--- config.mk ---
export PLATFORM = sky130hd
export DESIGN_NAME = crc_generator_flat
export DESIGN_NICKNAME = d
export VERILOG_FILES = /design/src/rtl/crc_generator_if.sv /design/src/rtl/crc_generator.sv /design/src/flat_wrapper.sv
export SDC_FILE = /design/constraint.sdc
export NUM_CORES = 1
export LEC_CHECK = 0
export ABC_AREA = 1
export CAP_MARGIN = 20
export CELL_PAD_IN_SITES_DETAIL_PLACEMENT = 1
export CELL_PAD_IN_SITES_GLOBAL_PLACEMENT = 2
export CORE_UTILIZATION = 29
export DETAILED_ROUTE_END_ITERATION = 16
export PLACE_DENSITY = 0.92
export SETUP_SLACK_MARGIN = 0.1
export SLEW_MARGIN = 25
export SYNTH_ARGS = -nofsm -noshare
export SYNTH_HDL_FRONTEND = slang
export SYNTH_SLANG_ARGS = --single-unit
--- constraint.sdc ---
create_clock -name clk -period 2.7 [get_ports clk]
set_input_delay 0.54 -clock clk [delete_from_list [all_inputs] [get_ports clk]]
set_output_delay 0.54 -clock clk [all_outputs]
set_load 0.01 [all_outputs]
--- src/rtl/crc_generator_if.sv ---
// Handshake and data bundle between the CRC-8 generator and its producer/consumer.
// The slave modport is the generator's view; master is the driving side.
interface crc_generator_if;
  logic        set;
  logic [0:63] data_in;
  logic        busy;
  logic [0:7]  crc;
  logic [0:71] frame_out;
  logic        frame_valid;
  logic        frame_ready;

  modport master (
    output set, data_in, frame_ready,
    input  busy, crc, frame_out, frame_valid
  );

  modport slave (
    input  set, data_in, frame_ready,
    output busy, crc, frame_out, frame_valid
  );
endinterface

--- src/rtl/crc_generator.sv ---
// Bit-serial CRC-8 generator: shifts a 64-bit word MSB-first through an LFSR,
// then holds {payload, crc} under a valid/ready handshake.
module crc_generator #(
  parameter logic [7:0] POLY = 8'h07,
  parameter logic [7:0] INIT = 8'h00
) (
  input logic           clk,
  input logic           rst,
  crc_generator_if.slave bus
);

  // state | meaning
  // IDLE  | waiting for set
  // SHIFT | one payload bit per cycle into the LFSR
  // DONE  | frame presented, waiting for frame_ready
  localparam logic [1:0] ST_IDLE  = 2'd0;
  localparam logic [1:0] ST_SHIFT = 2'd1;
  localparam logic [1:0] ST_DONE  = 2'd2;

  logic [1:0]  state_q, state_d;
  logic [5:0]  cnt_q, cnt_d;
  logic [0:63] payload_q, payload_d;
  logic [7:0]  lfsr_q, lfsr_d;
  logic [0:71] frame_q, frame_d;
  logic        fb;
  logic [7:0]  lfsr_step;

  always_comb begin
    fb        = payload_q[cnt_q] ^ lfsr_q[7];
    lfsr_step = {lfsr_q[6:0], 1'b0} ^ (fb ? POLY : 8'h00);
  end

  always_comb begin
    state_d   = state_q;
    cnt_d     = cnt_q;
    payload_d = payload_q;
    lfsr_d    = lfsr_q;
    frame_d   = frame_q;
    case (state_q)
      ST_IDLE: begin
        if (bus.set) begin
          payload_d = bus.data_in;
          lfsr_d    = INIT;
          cnt_d     = 6'd0;
          state_d   = ST_SHIFT;
        end
      end
      ST_SHIFT: begin
        lfsr_d = lfsr_step;
        cnt_d  = cnt_q + 6'd1;
        if (cnt_q == 6'd63) begin
          // Published frame lives in its own register so it survives the next word.
          frame_d = {payload_q, lfsr_step};
          state_d = ST_DONE;
        end
      end
      ST_DONE: begin
        if (bus.frame_ready) state_d = ST_IDLE;
      end
      default: state_d = ST_IDLE;
    endcase
  end

  always_ff @(posedge clk) begin
    if (rst) begin
      state_q   <= ST_IDLE;
      cnt_q     <= 6'd0;
      payload_q <= '0;
      lfsr_q    <= 8'h00;
      frame_q   <= '0;
    end else begin
      state_q   <= state_d;
      cnt_q     <= cnt_d;
      payload_q <= payload_d;
      lfsr_q    <= lfsr_d;
      frame_q   <= frame_d;
    end
  end

  assign bus.busy        = (state_q != ST_IDLE);
  assign bus.frame_valid = (state_q == ST_DONE);
  assign bus.frame_out   = frame_q;
  assign bus.crc         = frame_q[64:71];

endmodule
--- src/flat_wrapper.sv ---
// flat-port wrapper written by rule: the top's interface ports become plain ports
module crc_generator_flat 
#(
  parameter logic [7:0] POLY = 8'h07,
  parameter logic [7:0] INIT = 8'h00
)
  (clk, rst, bus_set, bus_data_in, bus_frame_ready, bus_busy, bus_crc, bus_frame_out, bus_frame_valid);
  crc_generator_if bus_i ();
  input logic clk;
  input logic rst;
  input wire logic [$bits(bus_i.set)-1:0] bus_set;
  input wire logic [$bits(bus_i.data_in)-1:0] bus_data_in;
  input wire logic [$bits(bus_i.frame_ready)-1:0] bus_frame_ready;
  output wire logic [$bits(bus_i.busy)-1:0] bus_busy;
  output wire logic [$bits(bus_i.crc)-1:0] bus_crc;
  output wire logic [$bits(bus_i.frame_out)-1:0] bus_frame_out;
  output wire logic [$bits(bus_i.frame_valid)-1:0] bus_frame_valid;
  assign bus_i.set = bus_set;
  assign bus_i.data_in = bus_data_in;
  assign bus_i.frame_ready = bus_frame_ready;
  assign bus_busy = bus_i.busy;
  assign bus_crc = bus_i.crc;
  assign bus_frame_out = bus_i.frame_out;
  assign bus_frame_valid = bus_i.frame_valid;
  crc_generator #(.POLY(POLY), .INIT(INIT)) u_core (.clk(clk), .rst(rst), .bus(bus_i));
endmodule
# == Word level (Yosys, flattened, before mapping) ==
# Cells that the tools add are included.
# classes
bitwise,3
magnitude_cmp,1
n_addsub,1
reduce_logical,7
eq_ne,6
mux,12
# op_table
operator,count
case mux 8 bit (2 select lines),1
case mux 6 bit (2 select lines),1
two-way mux 8 bit,1
bitwise XOR 8 bit,1
"greater-or-equal comparator 7 bit, second input constant",1
inverter 6 -> 7 bit,1
"adder 6 x 1 -> 6 bit, second input constant",1
binary-select mux 1 bit (select 6 bit),1
"equality test 6 bit, second input constant",1
two-way mux 2 bit,3
two-way mux 6 bit,1
case mux 2 bit (3 select lines),1
AND reduction 2 bit,3
"!= test 2 bit, second input constant",2
nonzero test 2 bit,2
two-way mux 3 bit,1
AND reduction 3 bit,1
"equality test 2 x 1 -> 1 bit, second input constant",1
"equality test 2 bit, second input constant",1
logical NOT 2 bit,1
two-way mux 1 bit,2
"!= test 2 x 1 -> 1 bit, second input constant",1
bitwise XOR 1 bit,1
# word_totals
reg_bits,152
output_inout_bits,82
wordCells,35

# == Longest topological paths before layout ==
# Gate-level depths: netlist of run 1.
# depth
word_depth,8
ltp_mapped,17
mapped_depth_nobuf,16

# == Worst setup path before layout of run 1 ==
# Ideal clock, no wire load.
# synth_timing
kind,register to register
startpoint,reg u_core.cnt_q[0]
endpoint,reg u_core.frame_q (netlist bit u_core.bus.frame_out[69])
setup_slack_ps,1091
required_ps,2591
setup_ps,109
path_stages_with_launch,16
arrival_time_ps,1500
path_cell_list,dfxtp_1 > buf_4 > nand2_2 > or2_0 > nand3_1 > nand2_1 > nand2_1 > nand2_1 > nand2_1 > nand3_1 > nand3_1 > nand3b_1 > nand2_1 > nand2_1 > nand2_1 > inv_1
# synth_via
elab_chain_cells,7
# synth_lines
item,line,text
start: declaration,crc_generator.sv:21,"logic [5:0] cnt_q, cnt_d;"
start signal: assignment,crc_generator.sv:73,cnt_q <= cnt_d;
inverter 6 -> 7 bit (not written as such),crc_generator.sv:29,fb = payload_q[cnt_q] ^ lfsr_q[7];
binary-select mux 1 bit (select 6 bit),crc_generator.sv:29,
two-way mux 1 bit (not written as such) (2 in a row),crc_generator.sv:29,
bitwise XOR 1 bit,crc_generator.sv:29,
two-way mux 3 bit,crc_generator.sv:30,"lfsr_step = {lfsr_q[6:0], 1'b0} ^ (fb ? POLY : 8'h00);"
bitwise XOR 8 bit,crc_generator.sv:30,
end signal: assignment,crc_generator.sv:76,frame_q <= frame_d;
end: declaration,crc_generator.sv:24,"logic [0:71] frame_q, frame_d;"
# Parallel ways exist; a longest one is shown, timed or not. The select of a mux whose other input is x is not followed.
# A chain may end at the register's enable or synchronous reset.

# == Worst setup path after layout of run 1 ==
# layout_timing
startpoint,reg u_core.cnt_q[0]
endpoint,reg u_core.frame_q (netlist bit u_core.bus.frame_out[20])
# layout_via
elab_chain_cells,2
# layout_lines
item,line,text
equality test 6 bit,crc_generator.sv:51,if (cnt_q == 6'd63) begin
AND reduction 2 bit (no source line),n/a,
# Every way passes these cells.

==> results_dict.tcl, run 1 <==
set metrics [dict create \
    run_status "completed" \
    postRouteAntennaNets 0 \
    timing.hold.worst.start "u_core.bus.frame_out[68]" \
    io_buffer_count 149 \
    core_area_um2 20490 \
    netlist_area_um2 6125 \
    synth_area_leaders "sky130_fd_sc_hd__dfxtp_1, sky130_fd_sc_hd__o21ai_0, sky130_fd_sc_hd__nor2_1" \
    timing.setup.tns_ns 0 \
    route.final.wire_length_um 19120 \
    fin_nets 1027 \
    ff2ff_path_depth 8 \
    fmaxAchievable_mhz 465.7 \
    gp_congestion 0.8238 \
    critPathCaptureType "flop" \
    power.leakage_nw 3.379 \
    die-width_um 147.3 \
    synth_edf_count 0 \
    power_per_cell_area_nw_per_um2 649.6 \
    timing.critical_path.required_ns 3.05 \
    grt_setup_unrepaired "false" \
    hold_path_cells 2 \
    timing_max_transition_violations_final 0 \
    post-route-period-util 0.7953 \
    post_cts_resized 0 \
    synth.most_common_cell "sky130_fd_sc_hd__dfxtp_1" \
    worst_hold_path.endpoint "u_core.bus.frame_out[68]" \
    cts_buffers 17 \
    grt.overflow.total 0 \
    critical-path-max-stage-delay_ns 0.50 \
    yosys_warning_total 0 \
    number_of_global_route_vias_before_repair 5767 \
    irDropWorstVdd_mv 0.3960 \
    tightest_slew_ns 0.6651 \
    synth.top_cell.area_share 0.4968 \
    syn_to_final_growth_pct 36.96 \
    final_util 0.4093 \
    detail_route.wl_per_cell_um 15.40 \
    worstReg2RegEnd "u_core.bus.frame_out[20]" \
    report.final.setup_viol 0 \
    rows 52 \
    min-delay-path-class "flop to flop" \
    timing.critical_path.from_type "flop" \
    die_h_um 147.3 \
    fraction_of_final_layout_cells_sized_beyond_drive_strength_1 0.05561 \
    syn_inst 843 \
    grt.total_usage 0.1804 \
    worst_clock_skew_ns 0.009268 \
    async_flop_share 0 \
    sequential_area_share_after_synthesis 0.4968 \
    grt_start_max_net_pins 133 \
    wire_length_of_the_first_global_routing_pass_um 30860 \
    synth_flop_cell "sky130_fd_sc_hd__dfxtp_1" \
    synth_cell_type_count 25 \
    n_fill_cell 2543 \
    seq_cells_post_synth 152 \
    antenna_violations_before_repair 0 \
    tritoncts "yes" \
    syn_nets 912 \
    crit_chain "ha_1 > inv_1 > nor3_2 > nand3_1 > nor2_4 > buf_4 > o21ai_0 > a21oi_1" \
    avgViaCountPerCell 4.712 \
    vias 5848 \
    cts_setup_buffers 0 \
    antenna_cells_inserted 0 \
    finalHoldViolCount 0 \
    drc 0 \
    post_synth_most_frequent_cells "sky130_fd_sc_hd__dfxtp_1, sky130_fd_sc_hd__nor2_1, sky130_fd_sc_hd__o21ai_0" \
    crit_family "simple AND/OR/NAND/NOR gates" \
    initial_core_util 0.2988 \
    critical_path_buf_inv_count 2 \
    dr.pass1.iters 4 \
    timing.rr.start "u_core.cnt_q[0]" \
    clockBufferDepth 2 \
    netlist.top_cell.by_area "sky130_fd_sc_hd__dfxtp_1" \
    cap_violations 0 \
    htreeDepth 4 \
    slowest_cp_cell "sky130_fd_sc_hd__dfxtp_2" \
    ctsHoldBuffers 0 \
    boundaryPins 150 \
    clk_transition_reported_paths_ns 0.06 \
    path_max_fanout 57 \
    regToRegSetupSlack_ns 0.55 \
    detail_route.iter0.violations 224 \
    crit_type "flop to flop" \
    slew_headroom 0.5561 \
    detailed_place_hpwl_um 12800 \
    design.die.area_um2 21700 \
    worst_ep_arrival_time_ns 2.49 \
    clk-insertion-delay-late_ns 0.42 \
    clock-sinks 152 \
    clockRootBuffer "sky130_fd_sc_hd__clkbuf_16" \
    per_instance_average_area_after_synthesis_um2 7.265 \
    timing.final.crit_period_ns 2.147 \
]
==> how the worst max path moves through the flow <==
stage,from,to,slack (ns),cells after the start
after global placement,u_core.cnt_q[0],u_core.bus.frame_out[23],0.58,8
after floorplan,u_core.cnt_q[0],u_core.bus.frame_out[69],1.09,15
after detailed placement,u_core.cnt_q[0],u_core.bus.frame_out[57],0.56,8
after global routing,u_core.cnt_q[0],u_core.bus.frame_out[20],0.27,8
final,u_core.cnt_q[0],u_core.bus.frame_out[20],0.55,8
after CTS,u_core.cnt_q[0],u_core.bus.frame_out[20],0.54,8
==> worst reg2reg max path: cells and delay by family (launching register included) <==
family | cells | cell delay (ns)
buffers and inverters | 2 | 0.51
and+or+nand+nor | 3 | 0.55
AOI/OAI and AO/OA | 2 | 0.31
DFF | 1 | 0.50
adders and majority gates | 1 | 0.20
==> layer usage <==
layer  part of all wire  GRT usage  vias up
met5                  0          0        -
met4              0.011    0.05670        0
met3              0.046    0.03540       14
met2               0.43     0.2642      135
met1               0.51     0.2635     2733
li1                   -          -     2966
==> per-stage QoR <==
stage / cells / total power [W] / area [um2] / setup WS [ns] / hold WS, ns
2_1_floorplan: 843 / 0.002724 / 6125 / 1.091 / 0.4445
6_report: 1241 / 0.005449 / 8388 / 0.5528 / 0.4763
3_3_place_gp: 1209 / 0.002944 / 7762 / 0.5779 / 0.4662
4_1_cts: 1241 / 0.005512 / 8388 / 0.5397 / 0.4826
5_1_grt: 1241 / 0.005686 / 8388 / 0.2745 / 0.5094
3_5_place_dp: 1209 / 0.002953 / 7762 / 0.5573 / 0.4717
==> flip-flops by register name, indices dropped and copies added, names as in the netlist <==
name                  flops
u_core.state_q            2
u_core.cnt_q              6
u_core.payload_q         64
u_core.bus.frame_out     72
u_core.lfsr_q             8
==> where the power goes <==
part | switching (W) | internal (W)
clock network | 0.000997 | 0.00155
logic | 0.000305 | 0.000211
registers | 0.0000555 | 0.00233
==> area by class of cell <==
cell class | instances | area [um2] | area share
Clock buffer | 17 | 425.4 | 0.05072
Clock inverter | 15 | 200.2 | 0.02387
Inverter | 51 | 192.7 | 0.02297
Multi-Input combinational cell | 573 | 2566 | 0.3059
Sequential cell | 152 | 3044 | 0.3629
Tap cell | 270 | 337.8 | 0.04027
Timing Repair Buffer | 163 | 1622 | 0.1933
==> placed cells by master (no fill, tap or decap), drive strengths merged <==
master         synthesis  final
dfxtp                152    152
nor2                 150    150
clkdlybuf4s50          0    149
o21ai                135    135
nand2                133    133
a21oi                 85     85
nand3                 56     56
inv                   50     51
clkbuf                41     17
buf                   26     14
clkinv                 1     10
bufinv                 0      4
nand3b                 3      3
a211oi                 2      2
o21a                   2      2
nor3                   2      2
a221oi                 1      1
or2                    1      1
o211ai                 1      1
o21bai                 1      1
ha                     1      1
clkinvlp               0      1
==> cell families after synthesis <==
| group | synth area share |
|---|---|
| AOI/OAI and AO/OA | 0.1886 |
| adders and majority gates | 0.002043 |
| and+or+nand+nor | 0.2280 |
| DFF | 0.4968 |
| buffers and inverters | 0.08458 |
Note: power is estimated with default switching activity, not from simulation.
==> inputs of run 2 (changes only) <==
Settings changed: CORE_UTILIZATION 29 to 24, PLACE_DENSITY 0.92 to 0.82.
Clock period 2.7 ns to 1.8 ns, I/O delays scaled along.
==> results_dict.tcl, run 2 (same netlist as run 1, synthesis figures left out) <==
set metrics [dict create \
    largest_reg_flops 72 \
    avgViaCountPerCell 4.581 \
    hold_path_cells 2 \
    worst_clock_skew_ns 0.007704 \
    number_of_global_route_vias_before_repair 6299 \
    min-delay-path-class "flop to flop" \
    combinationalPowerShare 0.104 \
    tightest_slew_ns 0.4219 \
    wire_length_of_the_first_global_routing_pass_um 35610 \
    clk_transition_reported_paths_ns 0.06 \
    finalHoldViolCount 0 \
    detailed_place_hpwl_um 14150 \
    design.die.area_um2 26160 \
    crit_type "flop to flop" \
    worst_hold_path.endpoint "u_core.bus.frame_out[64]" \
    postRouteAntennaNets 0 \
    timing_max_transition_violations_final 0 \
    tritoncts "yes" \
    vias 6171 \
    timing.critical_path.required_ns 2.17 \
    failed_checks "setup timing" \
    syn_to_final_growth_pct 58.71 \
    antenna_violations_before_repair 0 \
    boundaryPins 150 \
    die_h_um 161.7 \
    worstReg2RegEnd "u_core.bus.frame_out[71]" \
    dpl-instance-area_um2 8033 \
    critPathCaptureType "flop" \
    ff2ff_path_depth 11 \
    drc 0 \
    grt.total_usage 0.1766 \
    rows 58 \
    detail_route.wl_per_cell_um 17.26 \
    fmaxAchievable_mhz 527.4 \
    slew_headroom 0.7187 \
    seq_power_share 0.416 \
    commonest_non_fill_non_tap_cell_in_the_layout "sky130_fd_sc_hd__dfxtp_1" \
    irDropWorstVdd_mv 0.5227 \
    clock-sinks 152 \
    clock_power_share 0.480 \
    clockBufferDepth 2 \
    p_sw_w 0.002082 \
    cts_buffers 17 \
    final_cell_mix "sky130_fd_sc_hd__dfxtp_1, sky130_fd_sc_hd__nor2_1, sky130_fd_sc_hd__nand2_1" \
    detail_route.iter0.violations 331 \
    post-route-period-util 1.053 \
    clk-insertion-delay-late_ns 0.42 \
    timing.critical_path.from_type "flop" \
    power.leakage_nw 4.694 \
    die-width_um 161.7 \
    power_per_cell_area_nw_per_um2 888.8 \
    gp_congestion 0.8249 \
    grt_setup_unrepaired "true" \
    report.final.setup_viol 50 \
    timing.hold.worst.start "u_core.bus.frame_out[64]" \
    regToRegSetupSlack_ns -0.1 \
    fraction_of_final_layout_cells_sized_beyond_drive_strength_1 0.1819 \
    timing.final.crit_period_ns 1.896 \
    clockRootBuffer "sky130_fd_sc_hd__clkbuf_16" \
    run_status "complete, but fails checks" \
    dr.pass1.iters 5 \
    post_route_cell_area_um2 9721 \
    switching_share 0.2410 \
    antenna_cells_inserted 0 \
    place_worst_setup_slack_ns -0.1260 \
    core_area_um2 25110 \
    fin_nets 1073 \
    cell_internal_pwr_w 0.006558 \
    worst_ep_arrival_time_ns 2.27 \
    io_buffer_count 149 \
    n_fill_cell 3010 \
    route.final.wire_length_um 23250 \
    grt_start_max_net_pins 98 \
    grt.overflow.total 0 \
    htreeDepth 4 \
    timing.rr.start "u_core.cnt_q[0]" \
    initial_core_util 0.2439 \
    cap_violations 0 \
    post-route-worst-setup-slack_ns -0.09615 \
    path_max_fanout 8 \
]
## run 2: cell types whose count changed in the layout (fill, tap and decap cells not counted), sizes merged, moves of 2 or more
cell	change
clkbuf	+10
buf	+44
dlygate4sd2	+28
clkdlybuf4s50	-67
dlymetal6s2s	+39
clkinv	-6
inv	-2
## run 2: critical path, stage by stage, from the launching register on
cell and delay, ns:
sky130_fd_sc_hd__dfxtp_4 0.43, sky130_fd_sc_hd__ha_4 0.16, sky130_fd_sc_hd__inv_4 0.04, sky130_fd_sc_hd__nor3_4 0.16, sky130_fd_sc_hd__nand3_2 0.15, sky130_fd_sc_hd__nor2_4 0.18
sky130_fd_sc_hd__buf_12 0.17, sky130_fd_sc_hd__buf_8 0.13, sky130_fd_sc_hd__buf_12 0.12, sky130_fd_sc_hd__o21ai_0 0.08, sky130_fd_sc_hd__o21bai_1 0.17, sky130_fd_sc_hd__inv_1 0.05
## run 2: routing by layer
metal,wire length (um),vias to the layer above,global-route usage
met5,0,-,0
met4,227,0,0.04674
met3,878,12,0.03269
met2,10290,136,0.2708
met1,11860,2951,0.2520
li1,-,3072,-
## run 2: metrics by stage
step	utilization	hold WS (ns)	setup TNS, ns	instances	power (W)
finish	0.3871	0.4785	-0.8855	1347	0.008640
global route	0.3871	0.4854	-6.570	1347	0.008999
CTS	0.3697	0.4836	-0.02640	1340	0.008669
detailed placement	0.3199	0.4719	-5.450	1286	0.004490
global placement	0.3199	0.4670	-4.855	1286	0.004475
floorplan	-	0.4445	0	843	0.004086
## run 2: worst max-delay path by stage
stage                               start                        to  slack [ns]  depth (start not counted)
after floorplan           u_core.cnt_q[0]  u_core.bus.frame_out[69]        0.19                         15
after global placement    u_core.cnt_q[0]  u_core.bus.frame_out[33]       -0.13                          9
after detailed placement  u_core.cnt_q[0]  u_core.bus.frame_out[38]       -0.13                          8
after CTS                 u_core.cnt_q[0]  u_core.bus.frame_out[70]      -0.009                         14
after global routing      u_core.cnt_q[0]  u_core.bus.frame_out[71]       -0.18                         11
final                     u_core.cnt_q[0]  u_core.bus.frame_out[71]        -0.1                         11
## run 2: repair_timing
item / 4_1_cts / 5_1_grt
cloned: 9 / 3
gates resized for setup: 130 / 107
pin swaps: 16 / 24
endpoints found under the setup margin: 98 / 112
buffers inserted: 13 / 4
hold buffers: 0 / 0
## run 2: final cells by class
class / instances / area, um2 / area share
well taps: 330 / 412.9 / 0.04248
flip-flops and latches: 152 / 3055 / 0.3143
repair buffers: 209 / 2404 / 0.2473
clock buffers: 25 / 515.5 / 0.05303
inverters: 51 / 197.7 / 0.02034
multi-input cells: 573 / 2975 / 0.3061
clock inverters: 7 / 160.2 / 0.01648
## run 2: power by group through the flow
| stage | registers, W | clock network, W | logic, W |
|---|---|---|---|
| after floorplan | 0.00362 | 0 | 0.000467 |
| after global placement | 0.00366 | 0 | 0.000817 |
| after detailed placement | 0.00366 | 0 | 0.000828 |
| after CTS | 0.00359 | 0.00422 | 0.000863 |
| after global routing | 0.00361 | 0.00439 | 0.00100 |
| final | 0.00359 | 0.00414 | 0.000903 |
